--- config.mk ---
export PLATFORM = sky130hd
export DESIGN_NAME = mmio_bridge
export DESIGN_NICKNAME = d
export VERILOG_FILES = /design/src/rtl/mmio_bridge.sv
export SDC_FILE = /design/constraint.sdc
export NUM_CORES = 1
export LEC_CHECK = 0
export BUFFER_PORTS_ARGS = -buffer_cell sky130_fd_sc_hd__buf_2
export CORE_ASPECT_RATIO = 0.6
export CORE_MARGIN = 2
export CORE_UTILIZATION = 52
export DETAILED_ROUTE_END_ITERATION = 8
export GPL_TIMING_DRIVEN = 0
export PLACE_DENSITY_LB_ADDON = 0.1
export SYNTH_ARGS = -nofsm -noshare
export SYNTH_HDL_FRONTEND = slang
export SYNTH_SLANG_ARGS = --single-unit
--- constraint.sdc ---
create_clock -name clk -period 3.5 [get_ports clk]
set_input_delay 0.7 -clock clk [delete_from_list [all_inputs] [get_ports clk]]
set_output_delay 0.7 -clock clk [all_outputs]
set_load 0.03 [all_outputs]
--- src/rtl/mmio_bridge.sv ---
// Data-side bus stage behind the core: decodes word loads and stores onto data memory,
// LED/switch I/O registers and a prescaled down-counting timer with a level interrupt.
module mmio_bridge #(
    parameter int unsigned DM_AWIDTH = 10,
    parameter int unsigned PRESCALE  = 4,
    parameter logic [31:0] IO_BASE   = 32'h0000_7F00
) (
    input  logic                 clk,
    input  logic                 rst,
    input  logic                 mem_we,
    input  logic [31:0]          addr,
    input  logic [31:0]          wdata,
    output logic [31:0]          rdata,
    output logic                 dm_we,
    output logic [DM_AWIDTH-1:0] dm_addr,
    output logic [31:0]          dm_wdata,
    input  logic [31:0]          dm_rdata,
    input  logic [15:0]          sw_in,
    output logic [15:0]          led_out,
    output logic                 irq
);

    localparam int unsigned      PSC_W    = (PRESCALE > 1) ? $clog2(PRESCALE) : 1;
    localparam logic [PSC_W-1:0] PSC_LAST = PSC_W'(PRESCALE - 1);
    localparam logic [32:0]      DM_LIMIT = 33'(4) << DM_AWIDTH;

    localparam logic [2:0] OFF_LED    = 3'd0;
    localparam logic [2:0] OFF_SW     = 3'd1;
    localparam logic [2:0] OFF_CTRL   = 3'd4;
    localparam logic [2:0] OFF_COUNT  = 3'd5;
    localparam logic [2:0] OFF_PRESET = 3'd6;
    localparam logic [2:0] OFF_STATUS = 3'd7;

    typedef enum logic [1:0] {
        ST_IDLE,
        ST_LOAD,
        ST_CNT,
        ST_EXPIRE
    } timer_state_t;

    timer_state_t     state_q;
    timer_state_t     state_d;
    logic [15:0]      led_q;
    logic [15:0]      sw_meta_q;
    logic [15:0]      sw_sync_q;
    logic [2:0]       ctrl_q;
    logic [2:0]       ctrl_d;
    logic [31:0]      count_q;
    logic [31:0]      count_d;
    logic [31:0]      preset_q;
    logic             status_q;
    logic             status_d;
    logic [PSC_W-1:0] psc_q;
    logic [PSC_W-1:0] psc_d;
    logic             irq_q;

    logic       dm_hit;
    logic       io_hit;
    logic       io_sel;
    logic [2:0] io_off;
    logic       io_we;
    logic       wr_led;
    logic       wr_ctrl;
    logic       wr_count;
    logic       wr_preset;
    logic       wr_status;
    logic       expire_set;

    // Address decode; data memory takes priority should the windows ever overlap
    assign dm_hit = {1'b0, addr} < DM_LIMIT;
    assign io_hit = addr[31:5] == IO_BASE[31:5];
    assign io_sel = io_hit & ~dm_hit;
    assign io_off = addr[4:2];
    assign io_we  = mem_we & io_sel;

    assign wr_led    = io_we & (io_off == OFF_LED);
    assign wr_ctrl   = io_we & (io_off == OFF_CTRL);
    assign wr_count  = io_we & (io_off == OFF_COUNT);
    assign wr_preset = io_we & (io_off == OFF_PRESET);
    assign wr_status = io_we & (io_off == OFF_STATUS);

    assign dm_we    = mem_we & dm_hit;
    assign dm_addr  = addr[DM_AWIDTH+1:2];
    assign dm_wdata = wdata;

    assign led_out = led_q;
    assign irq     = irq_q;

    // Zero-latency load mux
    always_comb begin
        rdata = 32'd0;
        if (dm_hit) begin
            rdata = dm_rdata;
        end else if (io_sel) begin
            case (io_off)
                OFF_LED:    rdata = {16'd0, led_q};
                OFF_SW:     rdata = {16'd0, sw_sync_q};
                OFF_CTRL:   rdata = {29'd0, ctrl_q};
                OFF_COUNT:  rdata = count_q;
                OFF_PRESET: rdata = preset_q;
                OFF_STATUS: rdata = {31'd0, status_q};
                default:    rdata = 32'd0;
            endcase
        end
    end

    // Timer next state; CPU register writes override the timer's own updates
    always_comb begin
        state_d    = state_q;
        ctrl_d     = ctrl_q;
        count_d    = count_q;
        psc_d      = psc_q;
        expire_set = 1'b0;

        case (state_q)
            ST_IDLE: begin
                if (ctrl_q[0]) begin
                    state_d = ST_LOAD;
                end
            end
            ST_LOAD: begin
                count_d = preset_q;
                psc_d   = '0;
                state_d = ST_CNT;
            end
            ST_CNT: begin
                if (!ctrl_q[0]) begin
                    state_d = ST_IDLE;
                end else if (psc_q == PSC_LAST) begin
                    psc_d = '0;
                    if (count_q == 32'd0) begin
                        state_d = ST_EXPIRE;
                    end else begin
                        count_d = count_q - 32'd1;
                    end
                end else begin
                    psc_d = psc_q + PSC_W'(1);
                end
            end
            ST_EXPIRE: begin
                expire_set = 1'b1;
                if (ctrl_q[1]) begin
                    state_d = ST_LOAD;
                end else begin
                    state_d   = ST_IDLE;
                    ctrl_d[0] = 1'b0;
                end
            end
            default: begin
                state_d = ST_IDLE;
            end
        endcase

        if (wr_ctrl) begin
            ctrl_d = wdata[2:0];
            if (state_q == ST_EXPIRE && !wdata[0]) begin
                state_d = ST_IDLE;
            end
        end
        if (wr_count) begin
            count_d = wdata;
        end

        // Expiry set beats a same-cycle write-1-clear
        status_d = (status_q & ~(wr_status & wdata[0])) | expire_set;
    end

    always_ff @(posedge clk or negedge rst) begin
        if (!rst) begin
            state_q <= ST_IDLE;
            ctrl_q  <= 3'd0;
            count_q <= 32'd0;
            psc_q   <= '0;
            status_q <= 1'b0;
            irq_q   <= 1'b0;
        end else begin
            state_q  <= state_d;
            ctrl_q   <= ctrl_d;
            count_q  <= count_d;
            psc_q    <= psc_d;
            status_q <= status_d;
            irq_q    <= status_d & ctrl_d[2];
        end
    end

    // LED / PRESET registers and the two-flop switch synchronizer
    always_ff @(posedge clk or negedge rst) begin
        if (!rst) begin
            led_q     <= 16'd0;
            preset_q  <= 32'd0;
            sw_meta_q <= 16'd0;
            sw_sync_q <= 16'd0;
        end else begin
            if (wr_led) begin
                led_q <= wdata[15:0];
            end
            if (wr_preset) begin
                preset_q <= wdata;
            end
            sw_meta_q <= sw_in;
            sw_sync_q <= sw_meta_q;
        end
    end

endmodule
* Word-level counts from Yosys, hierarchy flattened
Index checks and enable logic that the tools add are counted.
Widths: inputs -> output; s select.
** Word-level totals
- Flip-flop bits (word level) :: 121
- Bits of input ports :: 115
- Output and inout bits :: 92
- Word-level logic and storage cells :: 78
** Cells by class
- Add/sub/neg operators :: 2
- Order comparisons :: 1
- Equal/unequal tests :: 15
- Muxes and demuxes :: 23
- Bitwise gates (word level) :: 14
- Reduce and logical (&&, ||, !) cells :: 11
** Operators with widths (count)
- $mux 32 :: 6
- $pmux 32 s6 :: 1
- $pmux 32 s2 :: 1
- $logic_not 32->1 :: 1
- $lt 32x13->1 const B :: 1
- $sub 32x1->32 const B :: 1
- $eq 27x10->1 const B :: 1
- $mux 2 :: 8
- $eq 3x3->1 const B :: 4
- $and 1x1->1 :: 11
- $ne 3x3->1 const B :: 3
- $pmux 2 s4 :: 1
- $eq 2x2->1 const B :: 3
- $mux 1 :: 4
- $pmux 2 s2 :: 1
- $reduce_and 2->1 :: 2
- $reduce_and 4->1 :: 1
- $reduce_bool 2->1 :: 2
- $eq 3x1->1 const B :: 1
- $logic_not 3->1 :: 1
- $mux 3 :: 1
- $reduce_bool 3->1 :: 1
- $add 2x1->2 const B :: 1
- $eq 2x1->1 const B :: 1
- 7 further kinds :: 8

* Depth between registers and ports, before layout
Gate-level depths: netlist of run 1.
- Depth after elaboration :: 10
- Mapped depth :: 12
- Depth with buffers taken out :: 8

* Worst setup path before layout of run 1
OpenSTA, ideal clock, no wires.
- Path kind :: in2out
- From :: in addr[2]
- To :: out rdata[11]
- Data arrival time :: 3.008 ns
- Required time :: 2.800 ns
- Setup slack :: -0.208 ns
- Cell stages on the path :: 9
- Buffers on the path :: 3
- Cells stage by stage :: clkbuf_1 > buf_1 > buf_1 > mux2i_1 > nor2_1 > a21oi_1 > nor2_1 > a21oi_1 > o21ai_0
** On the way
- Longest elaborated chain between the ends :: 5
- Elaborated cells on any way between the ends :: 12
- Those cells by class :: order compare (1); eq/ne (5); mux (3); bitwise (2); reduce/logical (1)
** Ends and longest elaborated chain
- start: declaration :: RTL line 11 : input logic [31:0] addr,
- $lt 32x13->1 :: RTL line 70 : assign dm_hit = {1'b0, addr} < DM_LIMIT;
- $not 1->1 :: RTL line 72 : assign io_sel = io_hit & ~dm_hit;
- $and 1x1->1 :: RTL line 72
- $mux 32 :: RTL line 94 : end else if (io_sel) begin
- $mux 32 (*) :: RTL line 92 : if (dm_hit) begin
- end: declaration :: RTL line 13 : output logic [31:0] rdata,
Mark *: on every way between the ends. The rest lies on a longest branch, timed or not.

* Worst setup path in the final report of run 1
- From :: in addr[28]
- To :: out rdata[8]
The elaborated chain is that of the path after synthesis.

==> results of run 1 <==
flip-flops by register name, summed over array words and instances (netlist names):
name	cells
preset_q	32
ctrl_q	3
status_q	1
state_q	2
sw_meta_q	16
count_q	32
sw_sync_q	16
led_out	16
psc_q	2
irq	1
worst paths after layout:
kind / slack [ps] / cells after the start / end
worst max-delay path: 90 / 7 / rdata[8]
worst min-delay path: 160 / 1 / count_q[28]$_DFFE_PN0P_
worst max register to register: 270 / 12 / count_q[10]$_DFFE_PN0P_
worst min register to register: 350 / 0 / sw_sync_q[9]$_DFF_PN0_
max in group asynchronous: 2560 / 2 / count_q[12]$_DFFE_PN0P_
min in group clk: 350 / 0 / sw_sync_q[9]$_DFF_PN0_
synth_stat cells, types with 2 or more instances:
cell type	number
clkbuf_1	38
a21oi_1	47
a31oi_1	24
nand3_1	15
nor3_1	11
ha_1	2
xor2_1	15
and3_1	2
mux2i_1	24
nand2b_1	3
nor4bb_1	2
o21a_1	2
dfrtp_1	121
or3_1	5
a22oi_1	18
inv_1	4
buf_1	5
nand2_1	67
buf_2	3
or4_1	8
mux2_2	52
o211ai_1	2
buf_4	42
buf_6	4
nand4_1	9
mux4_2	2
a211o_1	18
nor4_1	6
xnor2_1	8
nor2_1	107
nor2b_1	5
nor4b_1	2
nand4b_1	2
and2_1	3
a311o_1	2
o21ai_0	42
cell type report:
| class | count | share of cell area [%] |
|---|---|---|
| clock inverters | 14 | 1.57 |
| well taps | 170 | 2.42 |
| clock buffers | 18 | 4.89 |
| inverters | 4 | 0.171 |
| plain buffers | 88 | 6.08 |
| flip-flops and latches | 121 | 34.5 |
| repair buffers | 206 | 12.1 |
| multi-input cells | 521 | 38.3 |
per-stage QoR:
step	cell area (µm²)	std cells	util [%]
final	8780	1142	68.1
after detailed placement	8180	1113	63.5
after CTS	8760	1144	68.0
after global routing	8780	1142	68.1
after global placement	8140	1111	63.1
after floorplan	6910	738	-
layer usage:
metal	track usage, %	up-vias
li1	-	3034
met1	46.3	3185
met2	46.6	379
met3	6.44	31
met4	8.33	0
met5	0	-
timing repair:
item	4_1_cts	5_1_grt
resized for setup	5	10
endpoints found under the setup margin	32	46
setup buffers	1	0
cell families (layout without fill, tap and decap cells):
logic type,Yosys count,count (layout),share of synthesized area (%)
mux,79,79,12.8
flops,121,121,43.8
simple gates,259,259,18.2
fa+ha+maj,2,2,0.362
buf+inv,96,330,7.99
xor+xnor,23,23,2.92
compound gates,158,158,13.9
placed cells by master (no fill, tap or decap), drive strengths merged, types with 9 or more instances in the layout:
| cell | instances |
|---|---|
| or4 | 9 |
| a21oi | 47 |
| buf | 257 |
| mux2 | 53 |
| xor2 | 15 |
| a22oi | 18 |
| mux2i | 24 |
| clkbuf | 55 |
| a211o | 18 |
| nand4 | 9 |
| nor3 | 12 |
| dfrtp | 121 |
| inv | 12 |
| nand3 | 15 |
| nand2 | 67 |
| nor2 | 107 |
| o21ai | 42 |
| a31oi | 24 |
report_power, final:
group / leakage (µW) / switching (µW) / internal, µW
sequential: 0.00161 / 5.80 / 1420
combinational: 0.00261 / 177 / 115
clock: 0.000267 / 713 / 994
total: 0.00449 / 895 / 2530
==> results.md, run 1 <==
| Quantity | This run | Unit |
|---|---|---|
| Sink count of the clock tree | 121 | - |
| Clock insertion delay at the later pin of the skew report | 420 | ps |
| Detailed-routing iteration count for the pre-antenna-repair pass | 5 | - |
| Clock tree from TritonCTS | built | - |
| Antenna fix cells | 0 | - |
| Number of setup violations in the final report | 0 | - |
| Layout cells sized above 1 | 36.6 | % |
| Total of fill cells in the finished design | 1042 | - |
| Inserted Clock Buffers | 17 | - |
| Total of hold buffers inserted after clock tree synthesis | 0 | - |
| Met2 wire len | 9450 | µm |
| Final-stage net count | 1076 | - |
| CP Data Required Time | 2800 | ps |
| Vias per inst | 5.80 | - |
| Proportion of synthesized flip-flops having asynchronous set or reset | 100 | % |
| Global-route wire length before repair | 34600 | µm |
| Average cell area after synthesis | 9.36 | µm² |
| Maximum Capacitance Violations | 0 | - |
| Die Ht | 93.3 | µm |
| Total power consumption of the routed design | 3420 | µW |
| Ratio of total power to cell area | 390 | nW/µm² |
| Most prevalent standard cell on the critical path | buf_2 | - |
| Crit path launch | addr[28] | - |
| Type of destination of the critical path | primary output | - |
| Initial antenna violation count | 0 | - |
| Synth cell types | 52 | - |
| Slew at the pin closest to its max-slew limit | 799 | ps |
| Critical path buffer and inverter count | 3 | - |
| Gr ovfl total | 0 | - |
| Startpoint-to-endpoint class of the critical path | input pin to primary output | - |
| Pre-CTS worst setup slack | -678 | ps |
| Yosys reg bits | 121 | - |
| Leakage dissipation | 0.00449 | µW |
| Worst path setup slack after routing | 91.5 | ps |
| Number of design rule violations left after detail routing | 0 | - |
| Die extent in x | 153 | µm |
| Maximum clock insertion buffer count | 2 | - |
| Fin Hold WS | 162 | ps |
| Cell Chain, Critical Path | buf_2 -> or4_1 -> nor2_1 -> nand3_2 -> clkbuf_1 -> o21ai_0 -> buf_2 | - |
| Count of antenna-violating nets left after detailed routing | 0 | - |
| Crit path DAT | 2710 | ps |
| Minimum period implied by the final worst setup slack | 3410 | ps |
| Library cell occupying the most area in the post-synthesis netlist | dfrtp_1 | - |
| Slew Limit Headroom | 46.0 | % |
| Max Clk Rate | 0.293 | GHz |
| Post-synthesis instance area | 6910 | µm² |
| Number of global-route vias before repair | 6457 | - |
| Prevailing post-synth register cell | dfrtp_1 | - |
| Cell family with most CP delay | simple AND/OR/NAND/NOR gates | - |
| Die Outline Area | 14300 | µm² |
| Final RePlAce weighted congestion | 0.913 | - |
| Number of rows in the core area | 32 | - |
| TNS Setup | 0 | ps |
| Launch instance of the worst register-to-register path | count_q[1]$_DFFE_PN0P_ | - |
| Highest cell delay on the worst timing path | 540 | ps |
| Final worst clock skew | 10.4 | ps |
| Starting density of the core | 53.6 | % |
| Count of buffers from port buffering | 203 | - |
| Maximum number of pins on one net before global-route repair | 90 | - |
| Outcome | finished, final reports clean | - |
| Number of synthesis warnings | 0 | - |
| Top layer used by detailed routing | met4 | - |
| Half-perimeter wire length after detailed placement | 16300 | µm |
| Combined area of the multi-input logic cells | 3360 | µm² |
| Core footprint | 12900 | µm² |
| Starting DRT DRC Count | 632 | - |
| Count of flip-flops with a built-in enable after synthesis | 0 | - |
| Worst path slowest cell | or4_1 | - |
| Post-synthesis net count | 855 | - |
| Worst voltage drop across the vdd grid | 0.000224 | V |
| Cells after synthesis | 738 | - |
| Final worst-path cycle share | 97.4 | % |
| Top cells by area in the synthesized netlist | dfrtp_1 (44%), mux2_2 (8.5%), nor2_1 (5.8%) | - |
| Layout Area Growth over Synthesis | 27.2 | % |
| M1 WL | 10100 | µm |
| Global-route usage over all layers | 31.2 | % |
| Final hold violation count | 0 | - |
| Pins Over Slew Limit | 0 | - |
| Area taken by flip-flops and latches | 3030 | µm² |
| Worst Hold Class | input pin to asynchronous set/reset pin | - |
| Met3 wire len | 2120 | µm |
| Sequential cell area fraction in the yosys report | 43.8 | % |
| Count of boundary I/O pins | 207 | - |
| Worst-path fanout max | 10 | - |
| Buffer cell driving the clock tree root | clkbuf_16 | - |
| Clock edge transition at the registers on the reported setup and hold paths | 60 | ps |
| Critical Path Source Type | input pin | - |
| Share of Yosys cell area claimed by the top area cell type | 43.8 | % |
| Total routed wirelength | 22000 | µm |
| CTS H-tree lvls | 4 | - |
| Average wire length per cell after detail routing | 19.2 | µm |
| Setup repair after global routing missed its margin | false | - |
| Vias after detailed routing | 6629 | - |
Note: power is estimated with default switching activity, not from simulation.
==> run 2: changes to the inputs <==
==> constraint.sdc (replaced) <==
create_clock -name clk -period 3.6 [get_ports clk]
set_input_delay 0.72 -clock clk [delete_from_list [all_inputs] [get_ports clk]]
set_output_delay 0.72 -clock clk [all_outputs]
set_load 0.03 [all_outputs]
==> results.md, run 2 (synthesized netlist as in run 1, its figures left out) <==
| Quantity | This run | Unit | vs previous |
|---|---|---|---|
| Vias after detailed routing | 6635 | - | was 6629 |
| Vias per inst | 5.79 | - | was 5.80 |
| Number of global-route vias before repair | 6445 | - | was 6457 |
| Sink count of the clock tree | 121 | - | unchanged |
| Half-perimeter wire length after detailed placement | 16300 | µm | unchanged |
| Maximum clock insertion buffer count | 2 | - | unchanged |
| Global-route wire length before repair | 34600 | µm | about the same |
| Maximum number of pins on one net before global-route repair | 90 | - | unchanged |
| Number of rows in the core area | 32 | - | unchanged |
| Ratio of total power to cell area | 378 | nW/µm² | was 390 nW/µm² |
| Worst reg-to-reg setup slack | 250 | ps | was 270 ps |
| Clock edge transition at the registers on the reported setup and hold paths | 60 | ps | about the same |
| Final worst clock skew | 8.23 | ps | was 10.4 ps |
| Count of buffers from port buffering | 203 | - | unchanged |
| Final worst-path cycle share | 95.7 | % |  |
| Starting DRT DRC Count | 560 | - | was 632 |
| Total routed wirelength | 21900 | µm | was 22000 µm |
| Slew at the pin closest to its max-slew limit | 826 | ps | was 799 ps |
| Outcome | finished, final reports clean | - | unchanged |
| Worst Reg2Reg Path Length in Cells | 11 | - | was 12 |
| Pre-CTS worst setup slack | -618 | ps | was -678 ps |
| CTS H-tree lvls | 4 | - | unchanged |
| Layout cells sized above 1 | 36.7 | % | was 36.6% |
| Worst-path fanout max | 10 | - | unchanged |
| Minimum period implied by the final worst setup slack | 3440 | ps |  |
| GRT busiest layer | met2 | - | unchanged |
| Starting density of the core | 53.6 | % | unchanged |
| Worst voltage drop across the vdd grid | 0.000218 | V | was 0.000224 V |
| Most common library cell in the layout ignoring fill and taps | buf_2 | - | unchanged |
| Type of destination of the critical path | primary output | - | unchanged |
| Leading cell types in the layout, fill and taps excluded | buf_2 (206), dfrtp_1 (121), nor2_1 (107), nand2_1 (67), mux2_2 (52) | - | was buf_2 (205), dfrtp_1 (121), nor2_1 (107), nand2_1 (67), mux2_2 (52) |
| Core footprint | 12900 | µm² | unchanged |
| Final-stage net count | 1080 | - | was 1076 |
| Gr ovfl total | 0 | - | unchanged |
| Detailed-routing iteration count for the pre-antenna-repair pass | 5 | - | unchanged |
| Non-Filler Instances | 1146 | - | was 1142 |
| Average wire length per cell after detail routing | 19.1 | µm | was 19.2 µm |
| Critical Path Source Type | input pin | - | unchanged |
| Final RePlAce weighted congestion | 0.913 | - | unchanged |
| Worst Hold Class | input pin to asynchronous set/reset pin | - | unchanged |
| Clock tree from TritonCTS | built | - | unchanged |
| Buffer cell driving the clock tree root | clkbuf_16 | - | unchanged |
| Launch instance of the worst register-to-register path | count_q[5]$_DFFE_PN0P_ | - | was count_q[1]$_DFFE_PN0P_ |
| Worst path setup slack after routing | 156 | ps | was 91.5 ps |
| Max Clk Rate | 0.290 | GHz |  |
| Clock insertion delay at the later pin of the skew report | 420 | ps | about the same |
| Startpoint-to-endpoint class of the critical path | input pin to primary output | - | unchanged |
| Crit path DAT | 2720 | ps | was 2710 ps |
| Final hold violation count | 0 | - | unchanged |
| Terminus of the critical flop-to-flop path | count_q[10]$_DFFE_PN0P_ | - | unchanged |
| Die Ht | 93.3 | µm | unchanged |
| Leakage dissipation | 0.00450 | µW | was 0.00449 µW |
| Maximum Capacitance Violations | 0 | - | unchanged |
| Placed cells | 1113 | - | unchanged |
| Die Outline Area | 14300 | µm² | unchanged |
| Global routing met3 resource utilization | 6.86 | % | was 6.44% |
| Setup repair after global routing missed its margin | false | - | unchanged |
| Global-route usage over all layers | 31.3 | % | was 31.2% |
| Fin Hold WS | 187 | ps | was 162 ps |
| Count of boundary I/O pins | 207 | - | unchanged |
| Met1 routing resource usage after global routing | 46.4 | % | was 46.3% |
| Initial antenna violation count | 0 | - | unchanged |
| CP Data Required Time | 2880 | ps | was 2800 ps |
| Slew Limit Headroom | 44.2 | % | was 46.0% |
| Die extent in x | 153 | µm | unchanged |
| Met2 Usage GRT | 46.6 | % | about the same |
| Number of setup violations in the final report | 0 | - | unchanged |
| Count of antenna-violating nets left after detailed routing | 0 | - | unchanged |
| Number of design rule violations left after detail routing | 0 | - | unchanged |
| Largest registers | count_q: 32 flops, preset_q: 32 flops | - | unchanged |
| Pins Over Slew Limit | 0 | - | unchanged |
| Total of hold buffers inserted after clock tree synthesis | 0 | - | unchanged |
| Antenna fix cells | 0 | - | unchanged |
| Inserted Clock Buffers | 17 | - | unchanged |
| Layout Area Growth over Synthesis | 27.3 | % | was 27.2% |
## run 2: changes by cell type in the layout (fill, tap and decap cells not counted), sizes merged
cell,previous run,this run
buf,257,258
clkbuf,55,58
## run 2: power breakdown
group	switching (µW)	internal, µW	leakage (µW)
Clock	691	967	0.000267
Sequential	5.80	1380	0.00161
Combinational	172	112	0.00262
Total	869	2460	0.00450
## run 2: how the worst max path moves through the flow
stage | from | end | slack (ps) | depth (start not counted)
after floorplan | addr[2] | rdata[11] | 80 | 9
after global placement | addr[28] | rdata[18] | -1010 | 8
after detailed placement | addr[2] | rdata[15] | -620 | 10
after CTS | addr[28] | rdata[3] | 20 | 8
after global routing | addr[28] | rdata[4] | 2 | 9
final | addr[28] | rdata[4] | 160 | 9
## run 2: critical path, cell delays in order
cell and delay [ps]:
buf_2 90, or4_1 540, nor2_1 260, nor4b_4 270, buf_4 170, clkbuf_2 260, nand2_1 80, o21ai_0 100
buf_2 240
## run 2: through the flow
step                power (µW)  area [µm²]  util (%)  setup TNS [ps]
floorplan                 1540        6910         -               0
global placement          1680        8140      63.1          -29810
detailed placement        1690        8180      63.5           -7100
CTS                       3330        8760      68.0               0
global route              3420        8790      68.2               0
finish                    3330        8790      68.2               0
## run 2: metal layers
layer  part of all wire, %  up-vias
li1                      -     3037
met1                    47     3223
met2                    43      339
met3                   8.9       36
met4                   1.5        0
met5                     0        -
## run 2: cell type report
type	instances	area, µm²
Clock buffer	18	429
Multi-Input combinational cell	521	3350
Inverter	4	15.0
Clock inverter	14	138
Sequential cell	121	3030
Tap cell	170	213
Timing Repair Buffer	206	1060
Fill cell	1044	4100
Buffer	92	549
## run 2: timing repair
item,4_1_cts,5_1_grt
gates resized for setup,6,8
setup endpoints to repair,32,33
setup buffers,0,1
gates cloned,0,0
==> run 3: changes to the inputs <==
--- a/config.mk
+++ b/config.mk
@@ -7,11 +7,11 @@
 export LEC_CHECK = 0
 export BUFFER_PORTS_ARGS = -buffer_cell sky130_fd_sc_hd__buf_2
 export CORE_ASPECT_RATIO = 0.6
-export CORE_MARGIN = 2
+export CORE_MARGIN = 5
 export CORE_UTILIZATION = 52
 export DETAILED_ROUTE_END_ITERATION = 8
 export GPL_TIMING_DRIVEN = 0
-export PLACE_DENSITY_LB_ADDON = 0.1
+export PLACE_DENSITY_LB_ADDON = 0.08
 export SYNTH_ARGS = -nofsm -noshare
 export SYNTH_HDL_FRONTEND = slang
 export SYNTH_SLANG_ARGS = --single-unit
==> results.md, run 3 (synthesized netlist as in run 1, its figures left out) <==
| Quantity | This run | Unit | vs previous |
|---|---|---|---|
| Design Area, Final | 8790 | µm² | unchanged |
| Inserted Clock Buffers | 17 | - | unchanged |
| Launch instance of the worst register-to-register path | count_q[0]$_DFFE_PN0P_ | - | was count_q[5]$_DFFE_PN0P_ |
| Count of antenna-violating nets left after detailed routing | 0 | - | unchanged |
| Most common library cell in the layout ignoring fill and taps | buf_2 | - | unchanged |
| Number of rows in the core area | 32 | - | unchanged |
| Minimum period implied by the final worst setup slack | 3460 | ps | was 3440 ps |
| Final worst-path cycle share | 96.2 | % | was 95.7% |
| Die Outline Area | 15800 | µm² | was 14300 µm² |
| Slew at the pin closest to its max-slew limit | 756 | ps | was 826 ps |
| Global-route usage over all layers | 27.7 | % | was 31.3% |
| CP Data Required Time | 2880 | ps | about the same |
| Type of destination of the critical path | primary output | - | unchanged |
| Ratio of total power to cell area | 378 | nW/µm² | about the same |
| Total routed wirelength | 22200 | µm | was 21900 µm |
| Largest registers | count_q: 32 flops, preset_q: 32 flops | - | unchanged |
| Clock edge transition at the registers on the reported setup and hold paths | 60 | ps | about the same |
| Maximum clock insertion buffer count | 2 | - | unchanged |
| Slew Limit Headroom | 48.9 | % | was 44.2% |
| Combined area of the multi-input logic cells | 3350 | µm² | about the same |
| Final RePlAce weighted congestion | 0.944 | - | was 0.913 |
| Area taken by flip-flops and latches | 3030 | µm² | unchanged |
| Total of fill cells in the finished design | 1061 | - | was 1044 |
| Fin Hold WS | 180 | ps | was 187 ps |
| Average wire length per cell after detail routing | 19.4 | µm | was 19.1 µm |
| Pins Over Slew Limit | 0 | - | unchanged |
| Crit path launch | addr[28] | - | unchanged |
| Startpoint-to-endpoint class of the critical path | input pin to primary output | - | unchanged |
| Crit path DAT | 2740 | ps | was 2720 ps |
| Starting DRT DRC Count | 584 | - | was 560 |
| Maximum number of pins on one net before global-route repair | 94 | - | was 90 |
| Layout cells sized above 1 | 36.7 | % | unchanged |
| Max Clk Rate | 0.289 | GHz | was 0.290 GHz |
| Buffer cell driving the clock tree root | clkbuf_16 | - | unchanged |
| Clock tree from TritonCTS | built | - | unchanged |
| Non-Filler Instances | 1146 | - | unchanged |
| Setup repair after global routing missed its margin | false | - | unchanged |
| Final-stage net count | 1080 | - | unchanged |
| Leading cell types in the layout, fill and taps excluded | buf_2 (206), dfrtp_1 (121), nor2_1 (107), nand2_1 (67), mux2_2 (52) | - | unchanged |
| Die extent in x | 159 | µm | was 153 µm |
| Maximum Capacitance Violations | 0 | - | unchanged |
| Sink count of the clock tree | 121 | - | unchanged |
| Number of setup violations in the final report | 0 | - | unchanged |
| Leakage dissipation | 0.00450 | µW | about the same |
| Violated checks | design-rule violations | - |  |
| Die Ht | 99.3 | µm | was 93.3 µm |
| Relative contribution of sequential cells to total power | 41.7 | % | was 41.6% |
| Share of power burned in combinational logic | 8.6 | % | was 8.5% |
| Vias after detailed routing | 6698 | - | was 6635 |
| Vias per inst | 5.84 | - | was 5.79 |
| CTS H-tree lvls | 4 | - | unchanged |
| Switching Share | 25.3 | % | was 26.1% |
| Clock insertion delay at the later pin of the skew report | 410 | ps | was 420 ps |
| Count of buffers from port buffering | 203 | - | unchanged |
| Placed cells | 1112 | - | was 1113 |
| Number of design rule violations left after detail routing | 2 | - | was 0 |
| Worst voltage drop across the vdd grid | 0.000268 | V | was 0.000218 V |
| Final hold violation count | 0 | - | unchanged |
| Share of total power in the clock network | 49.8 | % | about the same |
| Final worst clock skew | 8.79 | ps | was 8.23 ps |
| Critical Path Source Type | input pin | - | unchanged |
| Worst Hold Class | input pin to asynchronous set/reset pin | - | unchanged |
| Detailed-routing iteration count for the pre-antenna-repair pass | 8 | - | was 5 |
| Count of boundary I/O pins | 207 | - | unchanged |
| Switching component of the power | 840 | µW | was 869 µW |
| Initial antenna violation count | 0 | - | unchanged |
| Antenna fix cells | 0 | - | unchanged |
| Half-perimeter wire length after detailed placement | 16300 | µm | about the same |
| Internal Power | 2480 | µW | was 2460 µW |
| Pre-CTS worst setup slack | -599 | ps | was -618 ps |
| Standard cell area after detailed placement | 8180 | µm² | about the same |
| Total power consumption of the routed design | 3320 | µW | was 3330 µW |
| Worst-path fanout max | 10 | - | unchanged |
| Starting density of the core | 53.4 | % | was 53.6% |
| Worst path setup slack after routing | 136 | ps | was 156 ps |
| Core footprint | 12900 | µm² | about the same |
| Number of global-route vias before repair | 6733 | - | was 6445 |
| Global-route wire length before repair | 35300 | µm | was 34600 µm |
| Gr ovfl total | 0 | - | unchanged |
| Outcome | finished with violations | - | was finished, final reports clean |
| Layout Area Growth over Synthesis | 27.3 | % | unchanged |
==> run 3: path summary, 6_finish.rpt <==
| kind | end | slack (ps) | depth (start not counted) |
|---|---|---|---|
| max | rdata[7] | 140 | 9 |
| min | irq$_DFF_PN0_ | 180 | 1 |
| max reg2reg | count_q[19]$_DFFE_PN0P_ | 230 | 12 |
| min reg2reg | sw_sync_q[6]$_DFF_PN0_ | 350 | 0 |
| max in group asynchronous | preset_q[13]$_DFFE_PN0P_ | 2670 | 2 |
| min in group clk | sw_sync_q[6]$_DFF_PN0_ | 350 | 0 |
==> run 3: power by group through the flow <==
stage               Combinational, µW  Clock [µW]  Sequential (µW)
floorplan                         132           0             1410
global placement                  272           0             1410
detailed placement                283           0             1410
CTS                               285        1660             1380
global route                      309        1720             1380
finish                            285        1650             1380
==> run 3: area by class of cell <==
cell class,count,area share [%]
tap,170,2.42
inverter,4,0.171
multi-input combinational,521,38.1
timing repair buffer,206,12.1
sequential,121,34.4
buffer,92,6.25
clock buffer,19,5.15
clock inverter,13,1.37
==> run 3: repair_timing <==
action | 4_1_cts | 5_1_grt
gates cloned | 0 | 0
setup buffers | 2 | 0
pin swaps | 0 | 0
hold buffers | 0 | 0
setup endpoints to repair | 32 | 10
resized for setup | 6 | 7
==> run 3: metrics by stage <==
| step | utilization (%) | TNS [ps] |
|---|---|---|
| 2_1_floorplan | - | 0 |
| 3_3_place_gp | 62.9 | -28100 |
| 3_5_place_dp | 63.2 | -12940 |
| 4_1_cts | 67.9 | 0 |
| 5_1_grt | 68.0 | 0 |
| 6_report | 68.0 | 0 |
==> run 3: critical path, cell delays in order <==
cell and delay, ps:
buf_2 90, or4_1 530, nor2_1 240, nor4b_4 230, buf_4 190, clkbuf_2 280
nand2_1 100, o21ai_0 110, buf_2 240
==> run 3: per-layer routing <==
layer / routed length (µm) / vias to the layer above / track usage (%)
met1: 9730 / 3234 / 39.9
met2: 9800 / 400 / 41.7
met4: 255 / 0 / 7.20
li1: - / 3037 / -
met5: 0 / - / 0
met3: 2470 / 27 / 7.33
